`src/rtl/ram_fifo_pkg.sv`:
```
// Shared constants and output-stage state type for the RAM-backed FIFO controller.
package ram_fifo_pkg;

  localparam int ADDR_W_DEF = 4;
  localparam int DATA_W_DEF = 8;
  localparam int DEPTH      = 16;

  typedef enum logic [0:0] {
    OUT_EMPTY = 1'b0,
    OUT_VALID = 1'b1
  } out_state_t;

endpackage

```
`src/rtl/ram_fifo_ctrl.sv`:
```
// FIFO controller around an external dual_port_ram: staged port-A writes, port-B reads into an output register.
// Optional macro RAM_FIFO_CTRL_COUNT_EN adds a registered fill_count output.
module ram_fifo_ctrl
  import ram_fifo_pkg::*;
#(
  parameter int ADDR_W = ADDR_W_DEF,
  parameter int DATA_W = DATA_W_DEF
) (
  input  logic              clk,
  input  logic              rst,
  input  logic              wr_valid,
  input  logic [DATA_W-1:0] wr_data,
  output logic              wr_ready,
  output logic              rd_valid,
  output logic [DATA_W-1:0] rd_data,
  input  logic              rd_ready,
  output logic [ADDR_W-1:0] address_a,
  output logic [DATA_W-1:0] data_in_a,
  output logic              write_enable_a,
  output logic [ADDR_W-1:0] address_b,
  input  logic [DATA_W-1:0] data_out_b
`ifdef RAM_FIFO_CTRL_COUNT_EN
  ,
  output logic [ADDR_W:0]   fill_count
`endif
);

  localparam logic [ADDR_W:0]   CNT_ONE  = (ADDR_W+1)'(1);
  localparam logic [ADDR_W:0]   CNT_FULL = {1'b1, {ADDR_W{1'b0}}};
  localparam logic [ADDR_W-1:0] PTR_ONE  = ADDR_W'(1);

  logic              stage_valid_reg;
  logic [DATA_W-1:0] stage_data_reg;
  logic [ADDR_W-1:0] wr_ptr_reg;
  logic [ADDR_W-1:0] rd_ptr_reg;
  logic [ADDR_W:0]   committed_reg;
  logic [ADDR_W:0]   committed_next;
  logic [ADDR_W:0]   used_next;
  logic              full_reg;
  out_state_t        state_reg;
  out_state_t        state_next;
  logic [DATA_W-1:0] rd_data_reg;
  logic              accept;
  logic              load;

  assign accept = wr_valid && !full_reg;
  // Only words already written to RAM may be loaded; the staged word is not visible on port B yet.
  assign load   = (committed_reg != '0) && ((state_reg == OUT_EMPTY) || rd_ready);

  always_comb begin
    committed_next = committed_reg;
    if (stage_valid_reg && !load) begin
      committed_next = committed_reg + CNT_ONE;
    end else if (!stage_valid_reg && load) begin
      committed_next = committed_reg - CNT_ONE;
    end
  end

  assign used_next = committed_next + {{ADDR_W{1'b0}}, accept};

  always_comb begin
    state_next = state_reg;
    if (load) begin
      state_next = OUT_VALID;
    end else if ((state_reg == OUT_VALID) && rd_ready) begin
      state_next = OUT_EMPTY;
    end
  end

  // full_reg mirrors used == DEPTH, so a load while full frees a slot only from the next cycle.
  always_ff @(posedge clk or posedge rst) begin
    if (rst) begin
      stage_valid_reg <= 1'b0;
      stage_data_reg  <= '0;
      wr_ptr_reg      <= '0;
      rd_ptr_reg      <= '0;
      committed_reg   <= '0;
      full_reg        <= 1'b0;
      state_reg       <= OUT_EMPTY;
      rd_data_reg     <= '0;
    end else begin
      stage_valid_reg <= accept;
      if (accept) begin
        stage_data_reg <= wr_data;
      end
      if (stage_valid_reg) begin
        wr_ptr_reg <= wr_ptr_reg + PTR_ONE;
      end
      if (load) begin
        rd_data_reg <= data_out_b;
        rd_ptr_reg  <= rd_ptr_reg + PTR_ONE;
      end
      committed_reg <= committed_next;
      full_reg      <= (used_next == CNT_FULL);
      state_reg     <= state_next;
    end
  end

  assign wr_ready       = !full_reg;
  assign rd_valid       = (state_reg == OUT_VALID);
  assign rd_data        = rd_data_reg;
  assign address_a      = wr_ptr_reg;
  assign data_in_a      = stage_data_reg;
  assign write_enable_a = stage_valid_reg;
  assign address_b      = rd_ptr_reg;

`ifdef RAM_FIFO_CTRL_COUNT_EN
  logic [ADDR_W:0] fill_count_reg;

  always_ff @(posedge clk or posedge rst) begin
    if (rst) begin
      fill_count_reg <= '0;
    end else begin
      fill_count_reg <= used_next + {{ADDR_W{1'b0}}, (state_next == OUT_VALID)};
    end
  end

  assign fill_count = fill_count_reg;
`endif

endmodule

```
`config.mk`:
```
export PLATFORM = sky130hd
export DESIGN_NAME = ram_fifo_ctrl
export DESIGN_NICKNAME = d
export VERILOG_FILES = /design/src/rtl/ram_fifo_pkg.sv /design/src/rtl/ram_fifo_ctrl.sv
export SDC_FILE = /design/constraint.sdc
export NUM_CORES = 1
export LEC_CHECK = 0
export ABC_CLOCK_PERIOD_IN_PS = 3490
export BUFFER_PORTS_ARGS = -buffer_cell sky130_fd_sc_hd__buf_2
export CAP_MARGIN = 20
export CORE_MARGIN = 1
export CORE_UTILIZATION = 45
export DETAILED_ROUTE_END_ITERATION = 12
export MAX_ROUTING_LAYER = met4
export PLACE_DENSITY = 0.74
export SETUP_SLACK_MARGIN = 0.02
export SYNTH_ARGS = -nofsm -noshare
export SYNTH_HDL_FRONTEND = slang
export SYNTH_SLANG_ARGS = --single-unit
```
`constraint.sdc`:
```
create_clock -name clk -period 3.49 [get_ports clk]
set_input_delay 0.8725 -clock clk [delete_from_list [all_inputs] [get_ports clk]]
set_output_delay 0.8725 -clock clk [all_outputs]
set_load 0.02 [all_outputs]
```
# Word-level counts from Yosys, hierarchy flattened
# Index checks and enable logic that the tools add are counted.
# classes
add_sub_neg	5
bitwise_logic	1
muxes	4
eq_ne	1
n_reduce_logical	11
# ops
op	count
5-bit two-way mux	2
4-bit by 1-bit adder with 4-bit output, second input constant	2
5-bit by 1-bit adder with 5-bit output	1
5-bit by 1-bit adder with 5-bit output, second input constant	1
5-bit == test, second input constant	1
1-bit logical AND	5
5-bit nonzero test	1
5-bit by 1-bit subtractor with 5-bit output, second input constant	1
1-bit logical NOT	3
1-bit two-way mux	2
2-bit nonzero test	1
1-bit logical OR	1
1-bit NOT	1
# totals
output_inout_bits	27
elab_cells	30
inputBits	20
ff_bits	32

# Longest topological paths before layout
# Gate-level depths: netlist (run 1).
# depth
word_depth	8
ltp_mapped	11
depth_no_buf	10

# Worst setup path after synthesis (run 1)
# No wires, ideal clock.
# synth_timing
path_type	input to register
startpoint	input port rd_ready
endpoint	register full_reg
setup_time_ns	0.076
arrival_time_ns	2.537
slack_ns	0.876
path_stages	9
cell_sequence	and2b_1 -> nor2_1 -> buf_2 -> xnor2_1 -> ha_1 -> ha_1 -> nor3_1 -> nand4bb_1 -> o21ai_1
# synth_between
elab_chain_cells	7
word_cells_on_any_way	9
classes_between	add/sub (1); eq/ne (1); mux (2); reduce/logical (5)
# synth_rtl
item	line	source
from (decl)	ram_fifo_ctrl.sv:16	input logic rd_ready,
1-bit logical OR *	ram_fifo_ctrl.sv:48	assign load = (committed_reg != '0) && ((state_reg == OUT_EMPTY) || rd_ready);
1-bit logical AND *	ram_fifo_ctrl.sv:48	
1-bit logical AND or 1-bit logical NOT (tied branches)	ram_fifo_ctrl.sv:54, ram_fifo_ctrl.sv:52	
5-bit two-way mux or 1-bit logical AND (tied branches)	ram_fifo_ctrl.sv:54, ram_fifo_ctrl.sv:52	
5-bit two-way mux *	ram_fifo_ctrl.sv:52	if (stage_valid_reg && !load) begin
named net committed_next[0]	ram_fifo_ctrl.sv:37	logic [ADDR_W:0] committed_next;
5-bit by 1-bit adder with 5-bit output *	ram_fifo_ctrl.sv:59	assign used_next = committed_next + {{ADDR_W{1'b0}}, accept};
5-bit == test *	ram_fifo_ctrl.sv:94	full_reg <= (used_next == CNT_FULL);
to (signal assigned)	ram_fifo_ctrl.sv:94	
to (decl)	ram_fifo_ctrl.sv:39	logic full_reg;
# The timed path passes the listed nets; every way through them passes the cells marked *.
# A chain may end at the register's enable or synchronous reset.

# Worst setup path after layout (run 1)
# layout_timing
startpoint	register committed_reg[1]
endpoint	register full_reg
# layout_between
elab_chain_cells	7
word_cells_on_any_way	11
classes_between	add/sub (3); eq/ne (1); mux (2); reduce/logical (5)
# layout_rtl
item	line	source
from (decl)	ram_fifo_ctrl.sv:36	logic [ADDR_W:0] committed_reg;
from (signal assigned)	ram_fifo_ctrl.sv:93	committed_reg <= committed_next;
branches (longest 4 deep; another with 5-bit by 1-bit subtractor with 5-bit output)	--	
5-bit two-way mux *	ram_fifo_ctrl.sv:52	
named net committed_next[1]	ram_fifo_ctrl.sv:37	
5-bit by 1-bit adder with 5-bit output *	ram_fifo_ctrl.sv:59	
5-bit == test *	ram_fifo_ctrl.sv:94	
# Mark *: on every way through the listed nets, which the timed path passes.

==> flow_metrics.tcl, run 1 <==
set metrics [dict create \
    status "completed" \
    async_flop_share_pct 100.0 \
    period_share_pct 76.38 \
    cts_tree "built" \
    routed_wl_um 2828 \
    dieWidth_um 59.79 \
    end_kind "register" \
    cp-start-kind "register" \
    ant_nets 0 \
    yosys_register_bits 32 \
    cts.hold.buffers_added 0 \
    avgSynthCellArea_um2 12.73 \
    synth_ff_type "dfrtp_1" \
    cts_root_buf "clkbuf_4" \
    synth_compound_area_share_pct 5.329 \
    max_stage_delay_ps 560 \
    place_area_mm2 0.001790 \
    io_buffers 46 \
    coreArea_mm2 0.003103 \
    hold_path.class "reg2reg" \
    drtIter0Drc 19 \
    dp_hpwl_um 2125 \
    synth_warnings 0 \
    synthTopCellsByArea "dfrtp_1, mux2_2, ha_1, xnor2_1, nand2_1" \
    cts_buffers 5 \
    insertion_delay_ps 330 \
    synth-simple-area-share_pct 13.57 \
    yosysTopAreaCellShare_pct 53.29 \
    drc 0 \
    maxCapViolations 0 \
    synth_xor_xnor_area_share_pct 5.246 \
    pre_cts_ws_ps 792.2 \
    grtUsageTotal_pct 19.38 \
    die_y_um 59.79 \
    antenna_found_initial 0 \
    synth_edf_count 0 \
    power_density_mw_per_mm2 871.0 \
    critPathKind "reg2reg" \
    required_ps 3750 \
    gp_congestion 0.8231 \
    syn_inst 118 \
    final_common_cell "buf_2" \
    fin_ws_ps 824.3 \
    cp_common_cell "ha_1" \
    fin_skew_ps 5.749 \
    num-fill-cells 278 \
    synth_fa_ha_area_share_pct 5.828 \
    maxSlewHeadroom_pct 67.24 \
    path_cells "inv_1 > ha_1 > nor4b_2 > nor3_2 > or4_1 > ha_1 > nor3_1 > nand4bb_1 > o21ai_1" \
    synth_top_area_cell "dfrtp_1" \
    drive_gt1_share_pct 47.09 \
    vdd_drop_max_mv 0.4401 \
    path_clk_slew_ps 100 \
    crit_path_top_delay_cell "or4_1" \
    setup_viol 0 \
    start_util_pct 48.43 \
    routedWlPerCell_um 13.09 \
    yosysSeqAreaShare_pct 53.29 \
    synth_fp_nets 145 \
    synthMuxAreaShare_pct 14.15 \
    clock.fmax_mhz 375.1 \
    crit_family "simple AND/OR/NAND/NOR gates" \
    gr-total-overflow 0 \
    io_pins 47 \
    stdcell_count 216 \
    synth_top_family_by_area "multiplexers" \
    p_leak_nw 0.8594 \
    dp_cells 208 \
    layout.nets 198 \
    first_pass_iters 3 \
    grt_pass1_wl_um 4843 \
    cts_resized 0 \
    cp_max_fo 5 \
    postLayoutCellArea_mm2 0.001853 \
    core.rowCount 20 \
    die_area_mm2 0.003574 \
    ys_types 36 \
    synth.cell_area_mm2 0.001503 \
    grt_pass1_vias 1115 \
    cts-htree-levels 2 \
    setup_tns_ps 0 \
    min_period_ps 2666 \
    cp_num_buf_inv 1 \
    area_growth_pct 23.31 \
    clock-sinks 32 \
    rsz0062_at_grt "false" \
    vias 1094 \
    slew_viol_final 0 \
    hold_viol 0 \
    diodes 0 \
    routed_via_density 5.065 \
    worst_pin_slew_ps 491.4 \
    crit_arrival_ps 2930 \
    final_cell_mix "buf_2, dfrtp_1, mux2_2" \
    cts_max_path_buffers 2 \
    grt_max_degree 33 \
    post_cts_buffers 0 \
]
[logic make-up (layout without fill, tap and decap cells)]
logic type / Yosys count / in the layout
fa+ha+maj: 7 / 7
xor+xnor: 9 / 9
compound gates: 10 / 10
mux: 19 / 19
buf+inv: 8 / 62
flops: 32 / 32
simple gates: 33 / 33
[area by class of cell]
| type | instances | area, um^2 | share of cell area (%) |
|---|---|---|---|
| clock inverters | 1 | 7.507 | 0.4051 |
| inverters | 5 | 18.77 | 1.013 |
| repair buffers | 49 | 252.7 | 13.64 |
| flip-flops and latches | 32 | 800.8 | 43.21 |
| multi-input cells | 78 | 663.1 | 35.79 |
| clock buffers | 7 | 55.05 | 2.971 |
| well taps | 44 | 55.05 | 2.971 |
[metal layers]
metal / share of wire, % / vias to the layer above / wire length (um) / GRT usage [%]
li1: - / 528 / - / -
met1: 44 / 522 / 1234 / 22.35
met2: 49 / 36 / 1374 / 30.32
met3: 5.8 / 8 / 165 / 7.792
met4: 1.9 / 0 / 53 / 7.309
met5: 0 / - / 0 / -
[final timing paths]
kind / startpoint / slack, ps / to / cells after the start
max: committed_reg[1]$_DFF_PP0_ / 820 / full_reg$_DFF_PP0_ / 9
min: address_a[3]$_DFFE_PP0P_ / 480 / address_a[3]$_DFFE_PP0P_ / 1
max reg2reg: committed_reg[1]$_DFF_PP0_ / 820 / full_reg$_DFF_PP0_ / 9
min reg2reg: address_a[3]$_DFFE_PP0P_ / 480 / address_a[3]$_DFFE_PP0P_ / 1
max in group asynchronous: rst / 2600 / committed_reg[4]$_DFF_PP0_ / 3
min in group asynchronous: rst / 600 / data_in_a[7]$_DFFE_PP0P_ / 3
[per-stage QoR]
stage	power (mW)	hold slack, ps	util, %
after global routing	1.743	517.5	59.72
after floorplan	1.177	543.5	-
after CTS	1.633	486.0	59.72
final	1.614	480.1	59.72
after global placement	1.366	456.9	57.70
after detailed placement	1.403	466.9	57.70
[cell usage after synthesis, drive strengths merged, types with 3 or more instances]
| library cell | n |
|---|---|
| nor2 | 4 |
| nand2 | 7 |
| dfrtp | 32 |
| mux2 | 18 |
| xnor2 | 6 |
| nand3 | 5 |
| xor2 | 3 |
| nand4 | 4 |
| ha | 7 |
| inv | 5 |
[where the power goes]
| part | switching (mW) | internal (mW) |
|---|---|---|
| logic | 0.412 | 0.330 |
| clock network | 0.125 | 0.0985 |
| registers | 0.134 | 0.514 |
| total | 0.671 | 0.943 |
Note: power is estimated with default switching activity, not from simulation.
==> run 2, diff against run 1 <==
--- a/config.mk
+++ b/config.mk
@@ -5,14 +5,14 @@
 export SDC_FILE = /design/constraint.sdc
 export NUM_CORES = 1
 export LEC_CHECK = 0
-export ABC_CLOCK_PERIOD_IN_PS = 3490
+export ABC_CLOCK_PERIOD_IN_PS = 2400
 export BUFFER_PORTS_ARGS = -buffer_cell sky130_fd_sc_hd__buf_2
 export CAP_MARGIN = 20
 export CORE_MARGIN = 1
 export CORE_UTILIZATION = 45
 export DETAILED_ROUTE_END_ITERATION = 12
 export MAX_ROUTING_LAYER = met4
-export PLACE_DENSITY = 0.74
+export PLACE_DENSITY = 0.77
 export SETUP_SLACK_MARGIN = 0.02
 export SYNTH_ARGS = -nofsm -noshare
 export SYNTH_HDL_FRONTEND = slang
==> constraint.sdc (replaced) <==
create_clock -name clk -period 2.4 [get_ports clk]
set_input_delay 0.6 -clock clk [delete_from_list [all_inputs] [get_ports clk]]
set_output_delay 0.6 -clock clk [all_outputs]
set_load 0.02 [all_outputs]
==> flow_metrics.tcl, run 2 (synthesis gave the netlist of run 1 again) <==
set metrics [dict create \
    grt_pass1_vias 1172 \
    cp_num_buf_inv 2 \
    ant_nets 0 \
    core.rowCount 20 \
    pre_cts_ws_ps -21.43 \
    rsz0062_at_grt "false" \
    setup.worst_path.end "full_reg$_DFF_PP0_" \
    dp_hpwl_um 2164 \
    drc 0 \
    routedWlPerCell_um 13.42 \
    cts_max_path_buffers 2 \
    io_pins 47 \
    status "completed" \
    layout.nets 206 \
    cts_tree "built" \
    diodes 0 \
    path_cells "inv_2 > ha_4 > nor4b_4 > buf_4 > nor4_1 > or4_4 > ha_4 > nor3_4 > nand4bb_1 > o21ai_1" \
    setup_viol 0 \
    crit_cells 10 \
    grtUsageTotal_pct 20.82 \
    fin_skew_ps 6.511 \
    r2r-end "full_reg$_DFF_PP0_" \
    num-fill-cells 270 \
    die_y_um 59.79 \
    grt_max_degree 33 \
    critPathKind "reg2reg" \
    grt_pass1_wl_um 5161 \
    switching_power_mw 1.070 \
    maxCapViolations 0 \
    first_pass_iters 4 \
    power.share.clock_pct 12.5 \
    period_share_pct 95.82 \
    cp_max_fo 4 \
    clock-sinks 32 \
    dieWidth_um 59.79 \
    min_period_ps 2300 \
    coreArea_mm2 0.003103 \
    reg2reg_from "committed_reg[1]$_DFF_PP0_" \
    clock.fmax_mhz 434.8 \
    slew_viol_final 0 \
    crit_family "simple AND/OR/NAND/NOR gates" \
    area_growth_pct 30.72 \
    drive_gt1_share_pct 53.33 \
    required_ps 2670 \
    seq_area_um2 800.8 \
    end_kind "register" \
    die_area_mm2 0.003574 \
    vias 1133 \
    insertion_delay_ps 340 \
    cts_root_buf "clkbuf_4" \
    r2r_cells 10 \
    fin_ws_ps 100.3 \
    p_sw_share_pct 40.95 \
    p_leak_nw 0.9012 \
    path_clk_slew_ps 100 \
    gp_congestion 0.8346 \
    pwr-share-comb_pct 51.7 \
    gr-total-overflow 0 \
    drtIter0Drc 41 \
    setup_tns_ps 0 \
    cts_buffers 5 \
    r2r_setup_slack_ps 100 \
    routed_via_density 5.058 \
    io_buffers 46 \
    cp-start-kind "register" \
    antenna_found_initial 0 \
    multi_input_area_um2 714.4 \
    hold_viol 0 \
    cts-htree-levels 2 \
    start_util_pct 48.43 \
    crit_path_top_delay_cell "or4_4" \
    hold_path.class "in2async" \
    max_stage_delay_ps 580 \
    final_common_cell "buf_2" \
    crit_arrival_ps 2570 \
    seqPwrFrac_pct 35.8 \
    cts.hold.buffers_added 0 \
    maxSlewHeadroom_pct 67.00 \
    routed_wl_um 3007 \
    startpoint "committed_reg[1]$_DFF_PP0_" \
    worst_pin_slew_ps 494.9 \
    hold_ws_ps 323.2 \
    final_cell_mix "buf_2, dfrtp_1, mux2_2" \
    intPower_mw 1.542 \
    cp_common_cell "ha_4" \
    vdd_drop_max_mv 0.7285 \
    power_density_mw_per_mm2 1329 \
]
-- run 2: layout make-up --
class                   instances  share of cell area [%]
inverters                       5                  0.9554
clock inverters                 1                  0.3822
repair buffers                 57                   15.92
multi-input cells              78                   36.37
clock buffers                   7                   2.803
well taps                      44                   2.803
flip-flops and latches         32                   40.76
-- run 2: timing repair --
item,in CTS,in global routing
pin swaps,0,3
cloned,0,0
buffers inserted,1,2
endpoints found under the setup margin,1,1
gates resized for setup,1,8
-- run 2: power groups by stage --
stage                     logic [mW]  registers (mW)  clock network (mW)
final                           1.35           0.935               0.327
after global routing            1.48           0.970               0.361
after CTS                       1.18           0.932               0.337
after detailed placement        1.16           0.940                   0
after global placement          1.14           0.932                   0
after floorplan                0.610            1.12                   0
-- run 2: worst min-delay path by stage --
stage | to | slack, ps | cells past startpoint
floorplan | rd_valid$_DFFE_PP0P_ | 570 | 2
global placement | address_a[3]$_DFFE_PP0P_ | 460 | 1
detailed placement | address_b[3]$_DFFE_PP0P_ | 460 | 1
CTS | rd_data[3]$_DFFE_PP0P_ | 330 | 3
global route | write_enable_a$_DFF_PP0_ | 340 | 3
finish | rd_data[7]$_DFFE_PP0P_ | 320 | 3
-- run 2: metal layers --
metal | vias up | wire [um] | track usage [%]
li1 | 548 | - | -
met1 | 541 | 1365 | 25.07
met2 | 38 | 1440 | 32.22
met3 | 6 | 151 | 6.494
met4 | 0 | 49 | 8.970
met5 | - | 0 | -
-- run 2: worst reg2reg max path: cells and delay by family, from the launching register on --
| family | cells | cell delay [ps] |
|---|---|---|
| fa+ha+maj | 2 | 400 |
| flops | 1 | 400 |
| compound gates | 1 | 80 |
| buf+inv | 2 | 260 |
| simple gates | 5 | 1100 |
-- run 2: per-stage QoR --
step / power (mW) / utilization, % / std cells / instance area, um^2
6_report: 2.611 / 63.31 / 224 / 1964
5_1_grt: 2.806 / 63.31 / 224 / 1964
4_1_cts: 2.452 / 61.53 / 222 / 1909
3_5_place_dp: 2.104 / 59.19 / 213 / 1837
3_3_place_gp: 2.069 / 59.19 / 213 / 1837
2_1_floorplan: 1.729 / - / 118 / 1511
==> run 3, diff against run 2 <==
--- a/config.mk
+++ b/config.mk
@@ -8,11 +8,11 @@
 export ABC_CLOCK_PERIOD_IN_PS = 2400
 export BUFFER_PORTS_ARGS = -buffer_cell sky130_fd_sc_hd__buf_2
 export CAP_MARGIN = 20
-export CORE_MARGIN = 1
-export CORE_UTILIZATION = 45
+export CORE_MARGIN = 10
+export CORE_UTILIZATION = 40
 export DETAILED_ROUTE_END_ITERATION = 12
 export MAX_ROUTING_LAYER = met4
-export PLACE_DENSITY = 0.77
+export PLACE_DENSITY = 0.7
 export SETUP_SLACK_MARGIN = 0.02
 export SYNTH_ARGS = -nofsm -noshare
 export SYNTH_HDL_FRONTEND = slang
==> flow_metrics.tcl, run 3 (synthesis gave the netlist of run 1 again) <==
set metrics [dict create \
    hold_path.class "in2async" \
    layout.nets 204 \
    insertion_delay_ps 280 \
    rsz0062_at_grt "false" \
    final_common_cell "buf_2" \
    gr-total-overflow 0 \
    totalPowerFinal_mw 2.794 \
    pre_cts_ws_ps -4.241 \
    die_y_um 81.29 \
    routed_wl_um 3492 \
    first_pass_iters 4 \
    cp_max_fo 4 \
    maxCapViolations 0 \
    setup_tns_ps 0 \
    cp-start-kind "register" \
    drive_gt1_share_pct 53.37 \
    clock-sinks 32 \
    crit_path_top_delay_cell "or4b_4" \
    vdd_drop_max_mv 0.6573 \
    core.rowCount 22 \
    critPathKind "reg2reg" \
    cts_max_path_buffers 2 \
    maxSlewHeadroom_pct 65.69 \
    clock.fmax_mhz 435.8 \
    crit_family "simple AND/OR/NAND/NOR gates" \
    dp_cells 218 \
    start_util_pct 41.36 \
    fin_ws_ps 105.2 \
    drc 0 \
    cp_num_buf_inv 1 \
    cts_root_buf "clkbuf_8" \
    grt_pass1_wl_um 5885 \
    fin_skew_ps 2.191 \
    cts_tree "built" \
    die_area_mm2 0.006608 \
    max_stage_delay_ps 490 \
    dieWidth_um 81.29 \
    routedWlPerCell_um 15.45 \
    worst_pin_slew_ps 509.9 \
    vias 1118 \
    coreArea_mm2 0.003633 \
    power_density_mw_per_mm2 1389 \
    postLayoutCellArea_mm2 0.002012 \
    end_kind "register" \
    place_area_mm2 0.001849 \
    grt_max_degree 33 \
    io_buffers 46 \
    min_period_ps 2295 \
    cts_buffers 5 \
    stdcell_count 226 \
    hold_viol 0 \
    slew_viol_final 0 \
    area_growth_pct 33.89 \
    path_cells "inv_2 > ha_4 > or4b_4 > a211oi_2 > or4_4 > ha_4 > nor3_2 > nand4bb_1 > o21ai_1" \
    cp_common_cell "ha_4" \
    p_leak_nw 0.9221 \
    crit_arrival_ps 2500 \
    diodes 0 \
    required_ps 2610 \
    dp_hpwl_um 2725 \
    status "completed" \
    antenna_found_initial 0 \
    grtUsageTotal_pct 11.71 \
    routed_via_density 4.947 \
    grt_pass1_vias 1237 \
    cts.hold.buffers_added 0 \
    period_share_pct 95.61 \
    setup_viol 0 \
    io_pins 47 \
    cts-htree-levels 2 \
    hold_ws_ps 404.0 \
    gp_congestion 0.8992 \
    path_clk_slew_ps 60 \
    drtIter0Drc 56 \
    utilization_pct 55.37 \
    final_cell_mix "buf_2, dfrtp_1, mux2_2" \
    ant_nets 0 \
]
==> run 3: cell types whose count changed in the layout (fill, tap and decap cells not counted), sizes merged <==
cell,delta
buf,-2
clkinvlp,-1
bufinv,+1
==> run 3: repair_timing <==
| action | 4_1_cts | 5_1_grt |
|---|---|---|
| gates cloned | 0 | 0 |
| buffers inserted | 0 | 0 |
| setup endpoints to repair | 1 | 1 |
| resized for setup | 2 | 6 |
| pin swaps | 1 | 0 |
==> run 3: layout make-up <==
| class | instances | area, um^2 |
|---|---|---|
| clock buffer | 7 | 96.34 |
| clock inverter | 1 | 30.03 |
| fill | 334 | 1622 |
| inverter | 5 | 18.77 |
| multi-input combinational | 78 | 708.2 |
| sequential | 32 | 800.8 |
| tap | 48 | 60.06 |
| timing repair buffer | 55 | 297.8 |
==> run 3: worst min-delay path, cell delays in order <==
cell and delay [ps]:
buf_2 100, inv_1 40, buf_4 360
==> run 3: final timing paths <==
path	startpoint	end	slack, ps	depth (start not counted)
setup / recovery	committed_reg[0]$_DFF_PP0_	full_reg$_DFF_PP0_	110	9
hold / removal	rst	write_enable_a$_DFF_PP0_	400	3
setup reg to reg	committed_reg[0]$_DFF_PP0_	full_reg$_DFF_PP0_	110	9
hold reg to reg	address_b[3]$_DFFE_PP0P_	address_b[3]$_DFFE_PP0P_	470	1
max in group asynchronous	rst	committed_reg[3]$_DFF_PP0_	1710	3
min in group clk	address_b[3]$_DFFE_PP0P_	address_b[3]$_DFFE_PP0P_	470	1
==> run 3: power breakdown <==
group / switching [mW] / leakage (nW) / total (mW) / internal [mW]
Clock: 0.191 / 0.0645 / 0.557 / 0.366
Combinational: 0.693 / 0.482 / 1.30 / 0.609
Sequential: 0.185 / 0.376 / 0.935 / 0.750
Total: 1.07 / 0.922 / 2.79 / 1.72
==> run 3: metal layers <==
metal  global-route usage (%)  wire length, um  up-vias
li1                         -                -      538
met1                    13.09             1476      548
met2                    20.06             1851       30
met3                    3.532              138        2
met4                    2.595               25        0
met5                        -                0        -
